<file path="src/rtl/fetch_unit_pkg.sv">
// Shared types and select encodings for the LC-3b instruction fetch stage.
package fetch_unit_pkg;

  typedef logic [15:0] lc3b_word;

  typedef enum logic [1:0] {
    FETCH  = 2'd0,
    HOLD   = 2'd1,
    SQUASH = 2'd2
  } fetch_state_t;

  localparam lc3b_word LC3B_NOP = 16'h0000;

  // Next-fetch-address mux selects
  localparam logic [1:0] FA_INC   = 2'd0;
  localparam logic [1:0] FA_REDIR = 2'd1;
  localparam logic [1:0] FA_PEND  = 2'd2;

  // IF/ID instruction mux selects
  localparam logic [1:0] IR_NOP = 2'd0;
  localparam logic [1:0] IR_MEM = 2'd1;
  localparam logic [1:0] IR_BUF = 2'd2;

  function automatic lc3b_word align_pc(input lc3b_word a);
    return {a[15:1], 1'b0};
  endfunction

endpackage

</file>
<file path="src/rtl/fetch_unit_ctrl.sv">
// Fetch FSM: sequences the memory handshake, stall buffering and redirect squashing.
module fetch_unit_ctrl
  import fetch_unit_pkg::*;
(
  input  logic       clk,
  input  logic       rst_n,
  input  logic       stall_i,
  input  logic       redirect_i,
  input  logic       imem_resp_i,
  output logic       imem_read_o,
  output logic       ifid_valid_o,
  output logic       fa_load_o,
  output logic [1:0] fa_sel_o,
  output logic       pend_load_o,
  output logic       irbuf_load_o,
  output logic [1:0] ir_sel_o
);

  fetch_state_t state_q, state_d;

  always_comb begin
    state_d      = state_q;
    imem_read_o  = 1'b0;
    ifid_valid_o = 1'b0;
    fa_load_o    = 1'b0;
    fa_sel_o     = FA_INC;
    pend_load_o  = 1'b0;
    irbuf_load_o = 1'b0;
    ir_sel_o     = IR_NOP;
    if (rst_n) begin
      unique case (state_q)
        FETCH: begin
          imem_read_o = 1'b1;
          if (imem_resp_i) begin
            if (redirect_i) begin
              fa_load_o = 1'b1;
              fa_sel_o  = FA_REDIR;
            end else begin
              ifid_valid_o = 1'b1;
              ir_sel_o     = IR_MEM;
              if (stall_i) begin
                irbuf_load_o = 1'b1;
                state_d      = HOLD;
              end else begin
                fa_load_o = 1'b1;
              end
            end
          end else if (redirect_i) begin
            // The read in flight cannot be cancelled; remember where to go.
            pend_load_o = 1'b1;
            state_d     = SQUASH;
          end
        end
        HOLD: begin
          if (redirect_i) begin
            fa_load_o = 1'b1;
            fa_sel_o  = FA_REDIR;
            state_d   = FETCH;
          end else begin
            ifid_valid_o = 1'b1;
            ir_sel_o     = IR_BUF;
            if (!stall_i) begin
              fa_load_o = 1'b1;
              state_d   = FETCH;
            end
          end
        end
        SQUASH: begin
          imem_read_o = 1'b1;
          if (imem_resp_i) begin
            fa_load_o = 1'b1;
            fa_sel_o  = redirect_i ? FA_REDIR : FA_PEND;
            state_d   = FETCH;
          end else if (redirect_i) begin
            pend_load_o = 1'b1;
          end
        end
        default: state_d = FETCH;
      endcase
    end
  end

  always_ff @(posedge clk) begin
    if (!rst_n) begin
      state_q <= FETCH;
    end else begin
      state_q <= state_d;
    end
  end

endmodule

</file>
<file path="src/rtl/fetch_unit_reg.sv">
// 16-bit load-enable register with synchronous active-low reset.
module fetch_unit_reg #(
  parameter logic [15:0] RESET_VAL = 16'h0000
) (
  input  logic        clk,
  input  logic        rst_n,
  input  logic        load_i,
  input  logic [15:0] d_i,
  output logic [15:0] q_o
);

  logic [15:0] reg_q;

  always_ff @(posedge clk) begin
    if (!rst_n) begin
      reg_q <= RESET_VAL;
    end else if (load_i) begin
      reg_q <= d_i;
    end
  end

  assign q_o = reg_q;

endmodule

</file>
<file path="src/rtl/fetch_unit.sv">
// LC-3b fetch stage top: fetch-address, pending-redirect and stall-buffer datapath.
module fetch_unit
  import fetch_unit_pkg::*;
#(
  parameter logic [15:0] RESET_PC = 16'h0000
) (
  input  logic        clk,
  input  logic        rst_n,
  input  logic        stall,
  input  logic        redirect,
  input  logic [15:0] redirect_pc,
  output logic        imem_read,
  output logic [15:0] imem_address,
  input  logic [15:0] imem_rdata,
  input  logic        imem_resp,
  output logic        ifid_load,
  output logic [15:0] ifid_pc,
  output logic [15:0] ifid_ir,
  output logic        ifid_valid
);

  logic       fa_load, pend_load, irbuf_load;
  logic [1:0] fa_sel, ir_sel;
  lc3b_word   fa_q, fa_d, pend_q, irbuf_q, target, fa_inc;

  fetch_unit_ctrl u_ctrl (
    .clk          (clk),
    .rst_n        (rst_n),
    .stall_i      (stall),
    .redirect_i   (redirect),
    .imem_resp_i  (imem_resp),
    .imem_read_o  (imem_read),
    .ifid_valid_o (ifid_valid),
    .fa_load_o    (fa_load),
    .fa_sel_o     (fa_sel),
    .pend_load_o  (pend_load),
    .irbuf_load_o (irbuf_load),
    .ir_sel_o     (ir_sel)
  );

  assign target = align_pc(redirect_pc);
  assign fa_inc = fa_q + 16'd2;

  always_comb begin
    fa_d = fa_inc;
    unique case (fa_sel)
      FA_REDIR: fa_d = target;
      FA_PEND:  fa_d = pend_q;
      default:  fa_d = fa_inc;
    endcase
  end

  fetch_unit_reg #(.RESET_VAL(RESET_PC)) u_fa (
    .clk    (clk),
    .rst_n  (rst_n),
    .load_i (fa_load),
    .d_i    (fa_d),
    .q_o    (fa_q)
  );

  fetch_unit_reg #(.RESET_VAL(16'h0000)) u_pend (
    .clk    (clk),
    .rst_n  (rst_n),
    .load_i (pend_load),
    .d_i    (target),
    .q_o    (pend_q)
  );

  fetch_unit_reg #(.RESET_VAL(16'h0000)) u_irbuf (
    .clk    (clk),
    .rst_n  (rst_n),
    .load_i (irbuf_load),
    .d_i    (imem_rdata),
    .q_o    (irbuf_q)
  );

  assign imem_address = fa_q;
  assign ifid_load    = rst_n & ~stall;
  // During reset fa_q may not yet hold RESET_PC, so the PC is forced.
  assign ifid_pc      = rst_n ? fa_inc : RESET_PC + 16'd2;

  always_comb begin
    ifid_ir = LC3B_NOP;
    unique case (ir_sel)
      IR_MEM:  ifid_ir = imem_rdata;
      IR_BUF:  ifid_ir = irbuf_q;
      default: ifid_ir = LC3B_NOP;
    endcase
  end

endmodule

</file>
<file path="config.mk">
export PLATFORM = sky130hd
export DESIGN_NAME = fetch_unit
export DESIGN_NICKNAME = d
export VERILOG_FILES = /design/src/rtl/fetch_unit_pkg.sv /design/src/rtl/fetch_unit_ctrl.sv /design/src/rtl/fetch_unit_reg.sv /design/src/rtl/fetch_unit.sv
export SDC_FILE = /design/constraint.sdc
export NUM_CORES = 1
export LEC_CHECK = 0
export CORE_UTILIZATION = 45
export DETAILED_ROUTE_END_ITERATION = 8
export GPL_TIMING_DRIVEN = 1
export HOLD_SLACK_MARGIN = 0.03
export PLACE_DENSITY = 0.76
export SLEW_MARGIN = 25
export SYNTH_ARGS = -nofsm -noshare
export SYNTH_HDL_FRONTEND = slang
export SYNTH_HIERARCHICAL = 1
export SYNTH_SLANG_ARGS = --single-unit
</file>
<file path="constraint.sdc">
create_clock -name clk -period 2.18 [get_ports clk]
set_input_delay 0.327 -clock clk [delete_from_list [all_inputs] [get_ports clk]]
set_output_delay 0.327 -clock clk [all_outputs]
set_load 0.03 [all_outputs]
</file>
After elaboration in Yosys (flattened, before gate mapping)
Cells that the tools add are included.
{"block": "word_totals", "elab_cells": 64, "regBits": 49, "inputBits": 37}
{"block": "op_classes", "bitwise": 2, "n_mux": 43, "addsub": 1, "n_eq_ne": 11, "reduce_logical": 3}
{"op": "$pmux 16 s2", "count": 2}
{"op": "$mux 2", "count": 14}
{"op": "$mux 1", "count": 21}
{"op": "$add 16x2->16 const B", "count": 1}
{"op": "$mux 16", "count": 1}
{"op": "$ne 3x3->1 const B", "count": 4}
{"op": "$pmux 2 s3", "count": 2}
{"op": "$eq 2x1->1 const B", "count": 3}
{"op": "$eq 2x2->1 const B", "count": 3}
{"op": "$reduce_and 5->1", "count": 1}
{"op": "$pmux 2 s2", "count": 1}
{"op": "$pmux 1 s3", "count": 1}
{"op": "$logic_not 2->1", "count": 1}
{"op": "$ne 2x2->1 const B", "count": 1}
{"op": "$pmux 1 s2", "count": 1}
{"op": "$reduce_or 2->1", "count": 1}
{"op": "$and 1x1->1", "count": 1}
{"op": "$not 1->1", "count": 1}

Depth between registers and ports, before layout
Gate-level depths: netlist of run 1.
{"block": "logic_depth", "word_depth": 6, "mapped_depth": 10}

Hierarchy
Netlist of run 1, hierarchy kept.
{"mod": "fetch_unit_reg", "area_each_um2": 615.6, "n_inst": 3, "cells_each": 51}
{"mod": "fetch_unit", "area_each_um2": 900.9, "n_inst": 1, "cells_each": 144}
{"mod": "fetch_unit_ctrl", "area_each_um2": 180.2, "n_inst": 1, "cells_each": 19}

Worst setup path before layout of run 1
Ideal clock, no wire load.
{"block": "synth_path", "path_type": "register to output", "startpoint": "reg u_ctrl.state_q[1]", "endpoint": "out ifid_ir[0]", "slack_ns": -0.052, "t_required_ns": 1.853, "stages_incl_launch_ff": 9, "t_arrival_ns": 1.905, "n_path_buf": 2, "cell_sequence": "dfxtp_1 -> nor2_2 -> and3_2 -> inv_1 -> ha_1 -> clkbuf_1 -> clkbuf_1 -> a22oi_1 -> nor2_1"}
{"block": "synth_between", "elab_chain_cells": 5, "elab_cells_between_ends": 7}
{"element": "from (decl)", "line": "fetch_unit_ctrl.sv:19", "source": "fetch_state_t state_q, state_d;"}
{"element": "from (signal assigned)", "line": "fetch_unit_ctrl.sv:87", "source": "state_q <= state_d;"}
{"element": "$eq 2x1->1 or $logic_not 2->1 (tied branches)", "line": "fetch_unit_ctrl.sv:31", "source": "unique case (state_q)"}
{"element": "$pmux 2 s2 (*)", "line": "fetch_unit_ctrl.sv:31"}
{"element": "$mux 2 (*)", "line": "fetch_unit_ctrl.sv:30", "source": "if (rst_n) begin"}
{"element": "via ir_sel[1]", "line": "fetch_unit.sv:23", "source": "logic [1:0] fa_sel, ir_sel;"}
{"element": "$eq 2x2->1 or $eq 2x1->1 (tied branches)", "line": "fetch_unit.sv:84", "source": "unique case (ir_sel)"}
{"element": "$pmux 16 s2 (*)", "line": "fetch_unit.sv:84"}
{"element": "to (decl)", "line": "fetch_unit.sv:18", "source": "output logic [15:0] ifid_ir,"}
Mark *: on every way through the listed nets, which the timed path passes. The rest lies on a longest branch.

Final worst setup path of run 1
{"block": "layout_path", "startpoint": "reg u_ctrl.state_q[0]", "endpoint": "out ifid_ir[3]"}
Same word-level chain as after synthesis.

==> impl_metrics.py, run 1 <==
metrics = {
    "setup_path": {
        "reg2reg_depth": 10,
        "start_kind": "flop",
        "critical_path_class": "flop to output pin",
        "crit_arrival_ns": 1.83,
        "end_kind": "output pin",
        "crit_fanout": 8,
        "crit_required_ns": 1.85,
    },
    "synthesis": {
        "synth-main-ff-cell": "dfxtp_1",
        "synth_edf_count": 0,
        "ys_seq_area_frac": 0.342,
        "async_flop_share": 0,
        "synth_area_leaders": "dfxtp_1, mux2i_1, nor2b_1",
        "synth_area_per_cell_sq_um": 9.27,
        "synth.top_cells.by_count": "nor2b_1, dfxtp_1, mux2i_1, a22oi_1, nor2_1",
        "syn-cell-area_sq_um": 2930,
        "synth.most_common_cell": "nor2b_1",
        "synth_top_area_cell": "dfxtp_1",
        "synth_top_area_share": 0.342,
        "ys_seq_elements": 50,
        "yosys_warnings": 6,
        "syn-num-nets": 358,
        "synth_cell_types": 33,
        "netlist_instances": 316,
    },
    "global_routing": {
        "antenna_found_initial": 1,
        "grt_pass1_wl_microns": 10900,
        "grt_pass1_vias": 2358,
        "grt_use_total": 0.207,
        "grt-ovfl-total": 0,
        "grt_max_degree": 64,
    },
    "sta": {
        "slew_violations": 0,
        "setup_viol": 0,
        "rsz0062_at_grt": "true",
        "fmaxAchievable_mhz": 464,
        "setup_slack_ns": 0.0269,
        "max-slew-margin-rel": 0.664,
        "period_share": 0.988,
        "tightest_slew_ns": 0.503,
        "skew_ns": 0.00469,
        "fin_crit_ns": 2.15,
        "hold_viol": 0,
    },
    "hold_path": {
        "min_path_type": "input port to flop",
        "hold_depth": 2,
    },
    "placement": {
        "dp_slack_ns": -0.399,
        "gp_congestion": 0.785,
        "place_hpwl_microns": 4990,
        "place.port_buffers": 86,
    },
    "cts": {
        "cts_buffers": 5,
        "cts_max_level": 2,
        "cts_tree": "done",
        "ctsRootBufferMaster": "clkbuf_8",
        "clk_pin_slew_ns": 0.09,
        "hold_buffers": 0,
        "clock_latency_ns": 0.30,
        "cts.sinks": 50,
        "clock_path_buffers": 2,
    },
    "power": {
        "peakVddDrop_mv": 0.449,
        "power_leakage_nw": 1.46,
        "p_total_mw": 1.88,
        "cellPowerDensity_nw_per_um2": 447,
    },
    "die": {
        "die_w_microns": 82.7,
        "dieArea_sq_um": 6830,
        "start_util": 0.464,
        "core_sq_um": 6310,
        "fp-row-count": 29,
        "io_pins": 88,
        "die_h_microns": 82.7,
    },
    "routing": {
        "vias_per_cell": 5.36,
        "detail-route-antenna-nets": 0,
        "wl_per_cell_microns": 15.1,
        "vias": 2631,
        "firstDrtPassIters": 6,
        "drc_errors": 0,
        "drtIter0Drc": 76,
        "wl_microns": 7400,
    },
    "finish": {
        "fill_cells": 522,
        "drive_gt1_frac": 0.268,
        "syn2layout_area_growth_pct": 43.7,
        "layout.nets": 455,
        "diodes": 0,
    },
    "outcome": {
        "outcome": "finished clean",
    },
    "flow_run": {
        "max-cap-violations": 0,
    },
}
metrics by stage:
step	TNS, ns	hold slack, ns	cells	instance area, sq um	util
after floorplan	-0.404	0.400	316	2940	-
after global placement	-8.24	0.496	480	3940	0.624
after detailed placement	-9.53	0.507	480	3940	0.624
after CTS	-0.0233	0.458	488	4070	0.645
after global routing	-0.290	0.348	491	4210	0.666
final	0	0.344	491	4210	0.666
area by class of cell:
type                    instances  area, sq um  share of cell area
clock inverters                 3         21.3             0.00506
well taps                      77         96.3              0.0229
clock buffers                   5         68.8              0.0164
flip-flops and latches         50         1020               0.242
inverters                       6         22.5             0.00535
repair buffers                112         1080               0.258
multi-input cells             238         1900               0.450
power by group:
group | internal (mW) | total (mW) | leakage, nW | switching (mW)
logic | 0.203 | 0.383 | 1.00 | 0.179
registers | 0.937 | 0.959 | 0.410 | 0.0220
clock network | 0.226 | 0.540 | 0.0441 | 0.314
layout by cell type (no fill, tap or decap), drive strengths merged, types with 3 or more instances in the layout:
cell,Yosys,routed
nor2,19,19
xnor2,10,10
a21oi,12,12
nand2,12,12
xor2,3,3
nand3,3,3
clkdlybuf4s50,0,49
nor2b,60,60
a22oi,20,20
clkbuf,16,7
dfxtp,50,50
nor4b,3,3
nand4,4,4
inv,6,6
buf,6,60
mux2i,48,48
ha,5,5
and2,5,5
a221oi,12,12
o21ai,6,6
nor3,7,7
critical path: stages, from the launching register on:
cell and delay (ns):
dfxtp_2 0.33, nand3b_4 0.17, nor3_4 0.23, buf_6 0.13, ha_4 0.15, clkbuf_16 0.15, a22oi_1 0.07, nor2_1 0.13
buf_4 0.17
path summary, 6_finish.rpt:
check                            startpoint                              to  slack, ns
min reg2reg      u_pend/q_o[6]$_SDFFE_PN0P_      u_pend/q_o[6]$_SDFFE_PN0P_       0.53
max reg2reg  u_ctrl/state_q[0]$_SDFFE_PN0P_       u_fa/q_o[15]$_SDFFE_PN0P_       0.19
min                                redirect  u_ctrl/state_q[0]$_SDFFE_PN0P_       0.34
max          u_ctrl/state_q[0]$_SDFFE_PN0P_                      ifid_ir[3]       0.03
state kept, by name, indices dropped and copies added (netlist names):
name / flops
u_ctrl/state_q: 2
u_fa/q_o: 16
u_irbuf/q_o: 16
u_pend/q_o: 16
logic make-up after synthesis:
kind of cell	Yosys count	share of synthesized area
other	1	0.00128
buffers and inverters	28	0.0603
adders and majority gates	5	0.0214
muxes	48	0.164
xor gates and xnor gates	13	0.0389
DFF	50	0.342
AOI/OAI and AO/OA	50	0.119
and+or+nand+nor	121	0.253
metal layers:
metal | track usage | wire length [microns] | vias to the layer above
met4 | 0.0466 | 77 | 2
met5 | 0 | 13 | -
li1 | - | - | 1304
met3 | 0.0516 | 448 | 10
met2 | 0.366 | 3530 | 67
met1 | 0.252 | 3330 | 1248
repair_timing:
item | in CTS | in global routing
setup buffers | 0 | 2
resized for setup | 11 | 30
pin swaps | 0 | 18
cloned | 0 | 1
endpoints found under the setup margin | 19 | 27
Note: power is estimated with default switching activity, not from simulation.
==> inputs of run 2 (changes only) <==
--- a/config.mk
+++ b/config.mk
@@ -9,9 +9,8 @@
 export DETAILED_ROUTE_END_ITERATION = 8
 export GPL_TIMING_DRIVEN = 1
 export HOLD_SLACK_MARGIN = 0.03
-export PLACE_DENSITY = 0.76
+export PLACE_DENSITY = 0.77
 export SLEW_MARGIN = 25
 export SYNTH_ARGS = -nofsm -noshare
 export SYNTH_HDL_FRONTEND = slang
-export SYNTH_HIERARCHICAL = 1
 export SYNTH_SLANG_ARGS = --single-unit
==> run 2 against run 1 <==
  * Maximum frequency down 0.47%
  * First-iteration DRC count rose to 2.8 times the previous value
  * Clock power grew 24%
  * Critical endpoint unchanged
  * Largest cell class unchanged
==> impl_metrics.py, run 2 <==
metrics = {
    "finish": {
        "syn2layout_area_growth_pct": 61.7,
        "drive_gt1_frac": 0.362,
        "final_common_cell": "buf_4",
        "fin_cells": 545,
        "final_cell_mix": "buf_4, clkdlybuf4s50_1, nand2_1, dfxtp_1, nor2b_1",
        "largest_reg_flops": 16,
        "layout.nets": 510,
    },
    "placement": {
        "placedCellCount": 520,
        "gp_congestion": 0.857,
        "place_hpwl_microns": 5580,
        "place.port_buffers": 84,
    },
    "power": {
        "cellPowerDensity_nw_per_um2": 466,
        "peakVddDrop_mv": 0.588,
        "power_leakage_nw": 1.84,
        "p_total_mw": 2.11,
    },
    "routing": {
        "vias": 3111,
        "firstDrtPassIters": 7,
        "drc_errors": 0,
        "wl_per_cell_microns": 16.8,
        "vias_per_cell": 5.71,
        "drtIter0Drc": 216,
        "detail-route-antenna-nets": 0,
        "wl_microns": 9170,
    },
    "setup_path": {
        "crit_fanout": 8,
        "crit_path_frequent_cell": "inv_4",
        "reg2reg_depth": 8,
        "cp_slowest_cell": "dfxtp_2",
        "cp_top_family": "buffers and inverters",
        "critical_path_class": "flop to output pin",
        "r2r_slack_ns": 0.07,
        "crit_arrival_ns": 1.84,
        "reg2reg_to": "u_fa.q_o[8]$_SDFFE_PN0P_",
        "crit_chain": "nand2b_4, buf_6, inv_4, nand3_4, inv_4, ha_4, buf_8, a22oi_2, nor2_1, buf_4",
        "crit_required_ns": 1.85,
        "critPathMaxStageDelay_ns": 0.34,
        "end_kind": "output pin",
        "start_kind": "flop",
        "rr_startpoint": "u_ctrl.state_q[0]$_SDFFE_PN0P_",
        "path_buf_inv": 5,
    },
    "sta": {
        "skew_ns": 0.00976,
        "fin_crit_ns": 2.16,
        "slew_violations": 0,
        "hold_viol": 0,
        "rsz0062_at_grt": "true",
        "setup_viol": 0,
        "fmaxAchievable_mhz": 462,
        "period_share": 0.992,
    },
    "cts": {
        "cts_tree": "done",
        "clk_pin_slew_ns": 0.10,
        "ctsRootBufferMaster": "clkbuf_8",
        "clock_latency_ns": 0.31,
        "clock_path_buffers": 2,
        "cts_max_level": 2,
        "cts.sinks": 48,
        "cts_buffers": 5,
        "hold_buffers": 0,
    },
    "global_routing": {
        "grt_use_total": 0.269,
        "grt-ovfl-total": 0,
        "grt_pass1_wl_microns": 13600,
        "antenna_found_initial": 0,
        "grt_max_degree": 36,
        "grt_pass1_vias": 2942,
    },
    "synthesis": {
        "async_flop_share": 0,
        "synth.most_common_cell": "dfxtp_1",
        "synth-main-ff-cell": "dfxtp_1",
        "synth_area_leaders": "dfxtp_1, mux2i_1, nand2_1",
        "synth_top_area_cell": "dfxtp_1",
        "yosys_warnings": 0,
        "synth_top_area_share": 0.343,
        "netlist_instances": 345,
        "synth_edf_count": 0,
        "synth_cell_types": 52,
        "syn-cell-area_sq_um": 2800,
        "synth_area_per_cell_sq_um": 8.11,
        "ys_seq_elements": 48,
        "synth.top_cells.by_count": "dfxtp_1, nand2_1, nor2_1, a22oi_1, nor2b_1",
        "ys_seq_area_frac": 0.343,
    },
    "hold_path": {
        "hold_end": "u_pend.q_o[4]$_SDFFE_PN0P_",
        "hold_depth": 2,
        "min_path_type": "flop to flop",
        "min_from": "u_pend.q_o[4]$_SDFFE_PN0P_",
    },
    "die": {
        "start_util": 0.470,
        "io_pins": 88,
        "fp-row-count": 28,
        "die_h_microns": 80.9,
        "dieArea_sq_um": 6540,
        "die_w_microns": 80.9,
        "core_sq_um": 5960,
    },
    "outcome": {
        "outcome": "finished clean",
    },
    "flow_run": {
        "max-cap-violations": 0,
    },
}
[run 2: cell types whose count changed in the layout (fill, tap and decap cells not counted), sizes merged, moves of 10 or more]
cell / delta
buf: +31
nor2: +10
nand2: +33
mux2i: -31
nor2b: -40
a21boi: +19
[run 2: report_power, final]
part	switching [mW]	internal [mW]
Clock	0.324	0.346
Combinational	0.256	0.248
Sequential	0.0300	0.907
Total	0.610	1.50
[run 2: how the worst max path moves through the flow]
stage | start | end | slack (ns) | cells after the start
final | u_ctrl.state_q[0]$_SDFFE_PN0P_ | ifid_ir[3] | 0.02 | 10
after global routing | u_fa.q_o[4]$_SDFFE_PN0P_ | ifid_pc[14] | -0.09 | 6
after CTS | u_ctrl.state_q[0]$_SDFFE_PN0P_ | ifid_ir[15] | 0.003 | 11
after detailed placement | rst_n | u_fa.q_o[6]$_SDFFE_PN0P_ | -0.38 | 8
after global placement | rst_n | u_fa.q_o[7]$_SDFFE_PN0P_ | -0.31 | 8
after floorplan | u_fa.q_o[1]$_SDFFE_PN0P_ | ifid_pc[7] | -0.11 | 4
[run 2: logic make-up after synthesis]
family,after synthesis,synth area share
adder cells (fa/ha/maj),5,0.0224
other,1,0.00134
flip-flops,48,0.343
AND/OR/NAND/NOR,135,0.233
XOR/XNOR,9,0.0282
multiplexers,20,0.0729
buffers and inverters,38,0.0594
AO/OA/AOI/OAI,89,0.239
[run 2: worst min-delay path, cell delays in order, from the launching register on]
cell and delay, ns:
dfxtp_1 0.32, nand2_1 0.05, a21boi_0 0.06
[run 2: repair_timing]
| action | CTS | global route |
|---|---|---|
| pin swaps | 20 | 17 |
| cloned | 1 | 0 |
| endpoints found under the setup margin | 32 | 37 |
| resized for setup | 53 | 39 |
| buffers inserted | 6 | 11 |
[run 2: stage by stage]
step / hold WS [ns] / instance area (sq um) / setup TNS (ns) / setup WS (ns) / utilization
4_1_cts: 0.460 / 4330 / 0 / 0.00259 / 0.728
2_1_floorplan: 0.435 / 2840 / -0.111 / -0.111 / -
5_1_grt: 0.493 / 4520 / -0.480 / -0.0863 / 0.759
6_report: 0.470 / 4530 / 0 / 0.0166 / 0.760
3_5_place_dp: 0.446 / 3930 / -6.23 / -0.378 / 0.660
3_3_place_gp: 0.442 / 3930 / -5.18 / -0.309 / 0.660
[run 2: cell type report]
cell class / count / area, sq um
antenna: 1 / 2.50
tap: 75 / 93.8
multi-input combinational: 260 / 1970
clock buffer: 5 / 68.8
sequential: 48 / 980
inverter: 10 / 46.3
clock inverter: 3 / 47.5
fill: 416 / 1430
timing repair buffer: 143 / 1320
[run 2: routing by layer]
metal  track usage  vias up  share of wire
met5             0        -              0
met4         0.120        0          0.027
met3        0.0551       27          0.061
met2         0.431      135           0.49
met1         0.348     1470           0.42
li1              -     1479              -
==> inputs of run 3 (changes only) <==
--- a/config.mk
+++ b/config.mk
@@ -5,6 +5,7 @@
 export SDC_FILE = /design/constraint.sdc
 export NUM_CORES = 1
 export LEC_CHECK = 0
+export ABC_CLOCK_PERIOD_IN_PS = 2180
 export CORE_UTILIZATION = 45
 export DETAILED_ROUTE_END_ITERATION = 8
 export GPL_TIMING_DRIVEN = 1
==> results of run 3 <==
No change in the layout: final DEF, timing and power equal those of run 2.
==> variant 1: new RTL, config.mk and constraints of run 3 <==
Re-encode `fetch_state_t` (3 states) as one-hot, 3 bits wide.
--- a/src/rtl/fetch_unit_pkg.sv
+++ b/src/rtl/fetch_unit_pkg.sv
@@ -3,10 +3,10 @@
 
   typedef logic [15:0] lc3b_word;
 
-  typedef enum logic [1:0] {
-    FETCH  = 2'd0,
-    HOLD   = 2'd1,
-    SQUASH = 2'd2
+  typedef enum logic [2:0] {
+    FETCH  = 3'b001,
+    HOLD   = 3'b010,
+    SQUASH = 3'b100
   } fetch_state_t;
 
   localparam lc3b_word LC3B_NOP = 16'h0000;
Function: no difference found for any inputs over 10 cycles, from zero or initial values and one cycle with rst_n low; not proved beyond that.
==> variant 1 against run 3 <==
  * The flow now finishes with violations (negative setup slack)
  * Final area rose by 8.7%
  * Area after synthesis up 5.1%
  * Clock skew fell by 3.5 ps
  * Routed wire length rose by 4.4%
  * Setup slack worse by 110 ps
  * Total power up 18%
  * Sequential cell count grew 1
  * Utilization rose by 1.9 points
  * Critical path type unchanged
  * Largest power group unchanged
==> variant 1: results (changes against run 3) <==
Run status
  • Run status: finished with violations
  • Failing checks: negative setup slack

Drt
  • DR pass1 iterations: 5 (-2)
  • Routed met3 length: 472 um (-16%)
  • Routed vias: 3265 (+5.0%)
  • Post-Route WL: 9570 um (+4.4%)
  • Met1 WL: 4150 um (+7.8%)

STA
  • # setup viols final: 19 (+19)
  • Hold slack: 441 ps (-29.5 ps)
  • PnR worst setup slack: -93.1 ps (-110 ps)

Clock tree
  • Num Clock Sinks: 49 (+2.1%)
  • Post-CTS sizing: 59 (+11%)

Hold path
  • Min-Delay Path Class: input pin to register
  • Hold_sp: imem_resp
  • Hold EP: u_ctrl.state_q[2]

Global routing
  • Largest net degree at the start of global routing: 23 (-36%)
  • First-pass GRT wire length: 14200 um (+4.3%)
  • Met3 usage: 3.68% (-1.8 points)
  • Vias in the first global route: 2954 (+0.41%)

Pwr
  • Worst VDD drop: 472 uV (-20%)
  • Total power: 2.50 mW (+18%)
  • Combinational power share: 29.6% (+5.7 points)
  • Sequential power: 0.974 mW (+3.9%)

Setup path
  • CP arrival: 1950 ps (+110 ps)
  • Worst R2R End: u_fa.q_o[7]
  • Setup slack, reg-to-reg: -20 ps (-90 ps)
  • Critical Path Slowest Stage Cell: or3_4
  • R2R depth: 11 (+3)

Synthesis
  • Yosys cell types: 53 (+1.9%)
  • Area contributors post-synth: dfxtp_1 (33%), mux2i_1 (11%), nor2_1 (9.3%), a22oi_1 (5.9%), a21oi_1 (2.9%)

Final layout
  • Register area: 1000 um2 (+2.0%)
  • # diodes: 0 (-1)
  • Number of non-clock buffers: 153 (+7.0%)
  • Clk tree area frac: 2.72% (+0.15 points)
  • Multi-input comb cells: 273 (+5.0%)
  • Multi-input logic area: 0.00217 mm2 (+10%)

Placed design
  • Dpl hpwl: 5690 um (+1.9%)
-- variant 1: changes by cell type in the layout (fill, tap and decap cells not counted), moves of 13 or more --
cell | run 3 | this run
a21boi_0 | 16 | 0
nor2b_1 | 18 | 5
mux2i_1 | 17 | 32
nand2_1 | 45 | 18
nor2_1 | 17 | 56
-- variant 1: cell families (layout without fill, tap and decap cells) --
| logic type | after synthesis | after routing | share of synthesized area (%) |
|---|---|---|---|
| AOI/OAI and AO/OA | 81 | 81 | 20.4 |
| xor gates and xnor gates | 14 | 14 | 4.17 |
| adders and majority gates | 5 | 5 | 2.13 |
| buffers and inverters | 42 | 174 | 6.59 |
| DFF | 49 | 49 | 33.3 |
| muxes | 32 | 32 | 10.9 |
| other | 1 | 2 | 0.127 |
| and+or+nand+nor | 139 | 139 | 22.4 |
-- variant 1: worst min-delay path, cell delays in order --
cell           delay (ps)
dlygate4sd2_1         220
buf_6                 120
nor4_1                 50
==> variant 2: new RTL, config.mk and constraints of run 3 <==
Made on the original files. Reset style: asynchronous (`rst_n`), changed in 2 clocked blocks. Comments in the files are not updated.
--- a/src/rtl/fetch_unit_ctrl.sv
+++ b/src/rtl/fetch_unit_ctrl.sv
@@ -80,7 +80,7 @@
     end
   end
 
-  always_ff @(posedge clk) begin
+  always_ff @(posedge clk or negedge rst_n) begin
     if (!rst_n) begin
       state_q <= FETCH;
     end else begin
--- a/src/rtl/fetch_unit_reg.sv
+++ b/src/rtl/fetch_unit_reg.sv
@@ -11,7 +11,7 @@
 
   logic [15:0] reg_q;
 
-  always_ff @(posedge clk) begin
+  always_ff @(posedge clk or negedge rst_n) begin
     if (!rst_n) begin
       reg_q <= RESET_VAL;
     end else if (load_i) begin
Behaviour: differs if rst_n is asserted again (counterexample within 4 cycles, from zero or initial values and one cycle with rst_n low); with rst_n held inactive, the same outputs for 10 cycles.
==> variant 2 against run 3 <==
  * The run now ends with negative setup slack left
  * Synthesized cell count is 19% lower
  * Setup slack worse by 120 ps
  * Via count is 6.4% lower
  * Area after synthesis is 3.0% higher
  * Sequential cell count stayed put
  * Global-route usage is 2.0 points lower
  * Final area is 4.9% higher
  * Sequential share of layout area is 3.8 points higher
  * Routed wire length is 2.1% higher
  * First-iteration DRC count stayed put
  * Critical endpoint is now ifid_pc[7]
Power is not compared: it rests on default switching activity, and its combinational part moved more than twofold at a synthesized area within 25%.
==> variant 2: results (changes against run 3) <==
Final layout
  • Layout cell share with drive strength beyond 1: 42.9% (+6.6 points)
  • Fill cells: 372 (-11%)
  • Clock buffer count: 6 (+1)
  • Clk tree area frac: 2.03% (-0.54 points)
  • Non-clk invs: 9 (-1)
  • Layout non-clock buf frac: 29.8% (+0.74 points)
  • Number of non-clock buffers: 136 (-4.9%)
  • Sequential cells: 48 (unchanged)
  • Final net count: 442 (-13%)

Placed design
  • Placed Area: 0.00411 mm2 (+4.5%)
  • Dpl hpwl: 5500 um (-1.4%)
  • Routability cong.: 0.823 (-4.0%)
  • Placed Instances: 451 (-13%)

Drt
  • Wire length on met2: 4720 um (+4.5%)
  • Met1 WL: 3880 um (+0.78%)
  • Routed met3 length: 552 um (-1.3%)
  • DR pass1 iterations: 5 (-2)
  • Post-Route WL: 9360 um (+2.1%)

Clock tree
  • Post-CTS sizing: 33 (-38%)
  • Post-CTS Setup Bufs: 8 (+2)
  • Post-CTS Hold Fix Bufs: 1 (+1)

Global routing
  • Total track usage: 24.9% (-2.0 points)
  • M2 GR Usage: 40.2% (-2.9 points)
  • Vias in the first global route: 2610 (-11%)
  • Met1 Track Usage GR: 35.3% (+0.46 points)

Setup path
  • Worst path max stage delay: 370 ps (+30 ps)
  • Crit path max fanout: 6 (-2)
  • Critical Path Slowest Stage Cell: dfrtp_1

STA
  • Setup TNS: -703 ps (-703 ps)
  • # setup viols final: 18 (+18)
  • Post-route clock skew: 9.81 ps (+0.0461 ps)
  • PnR worst setup slack: -106 ps (-123 ps)

Floorplan
  • Die Width: 82.0 um (+1.4%)

Synthesis
  • Syn_area_per_cell: 10.3 um2 (+27%)
  • Ys async rst share: 100% (+100 points)

Run status
  • Run status: finished with violations
  • Failing checks: negative setup slack
[variant 2: path summary, 6_finish.rpt]
kind | from | slack [ps] | cells after the start | end
setup reg to reg | u_ctrl.state_q[0] | 30 | 8 | u_fa.q_o[8]
hold reg to reg | u_pend.q_o[15] | 500 | 1 | u_pend.q_o[15]
max in group asynchronous | rst_n | 1050 | 3 | u_irbuf.q_o[5]
setup / recovery | u_fa.q_o[2] | -110 | 6 | ifid_pc[7]
min in group clk | u_pend.q_o[15] | 500 | 1 | u_pend.q_o[15]
hold / removal | rst_n | 90 | 2 | u_fa.q_o[1]
[variant 2: kinds of logic after synthesis]
logic type	synth area share (%)
AO/OA/AOI/OAI	19.8
XOR/XNOR	2.74
adder cells (fa/ha/maj)	2.17
buffers and inverters	5.73
flip-flops	41.7
multiplexers	13.9
other	0.130
AND/OR/NAND/NOR	13.9
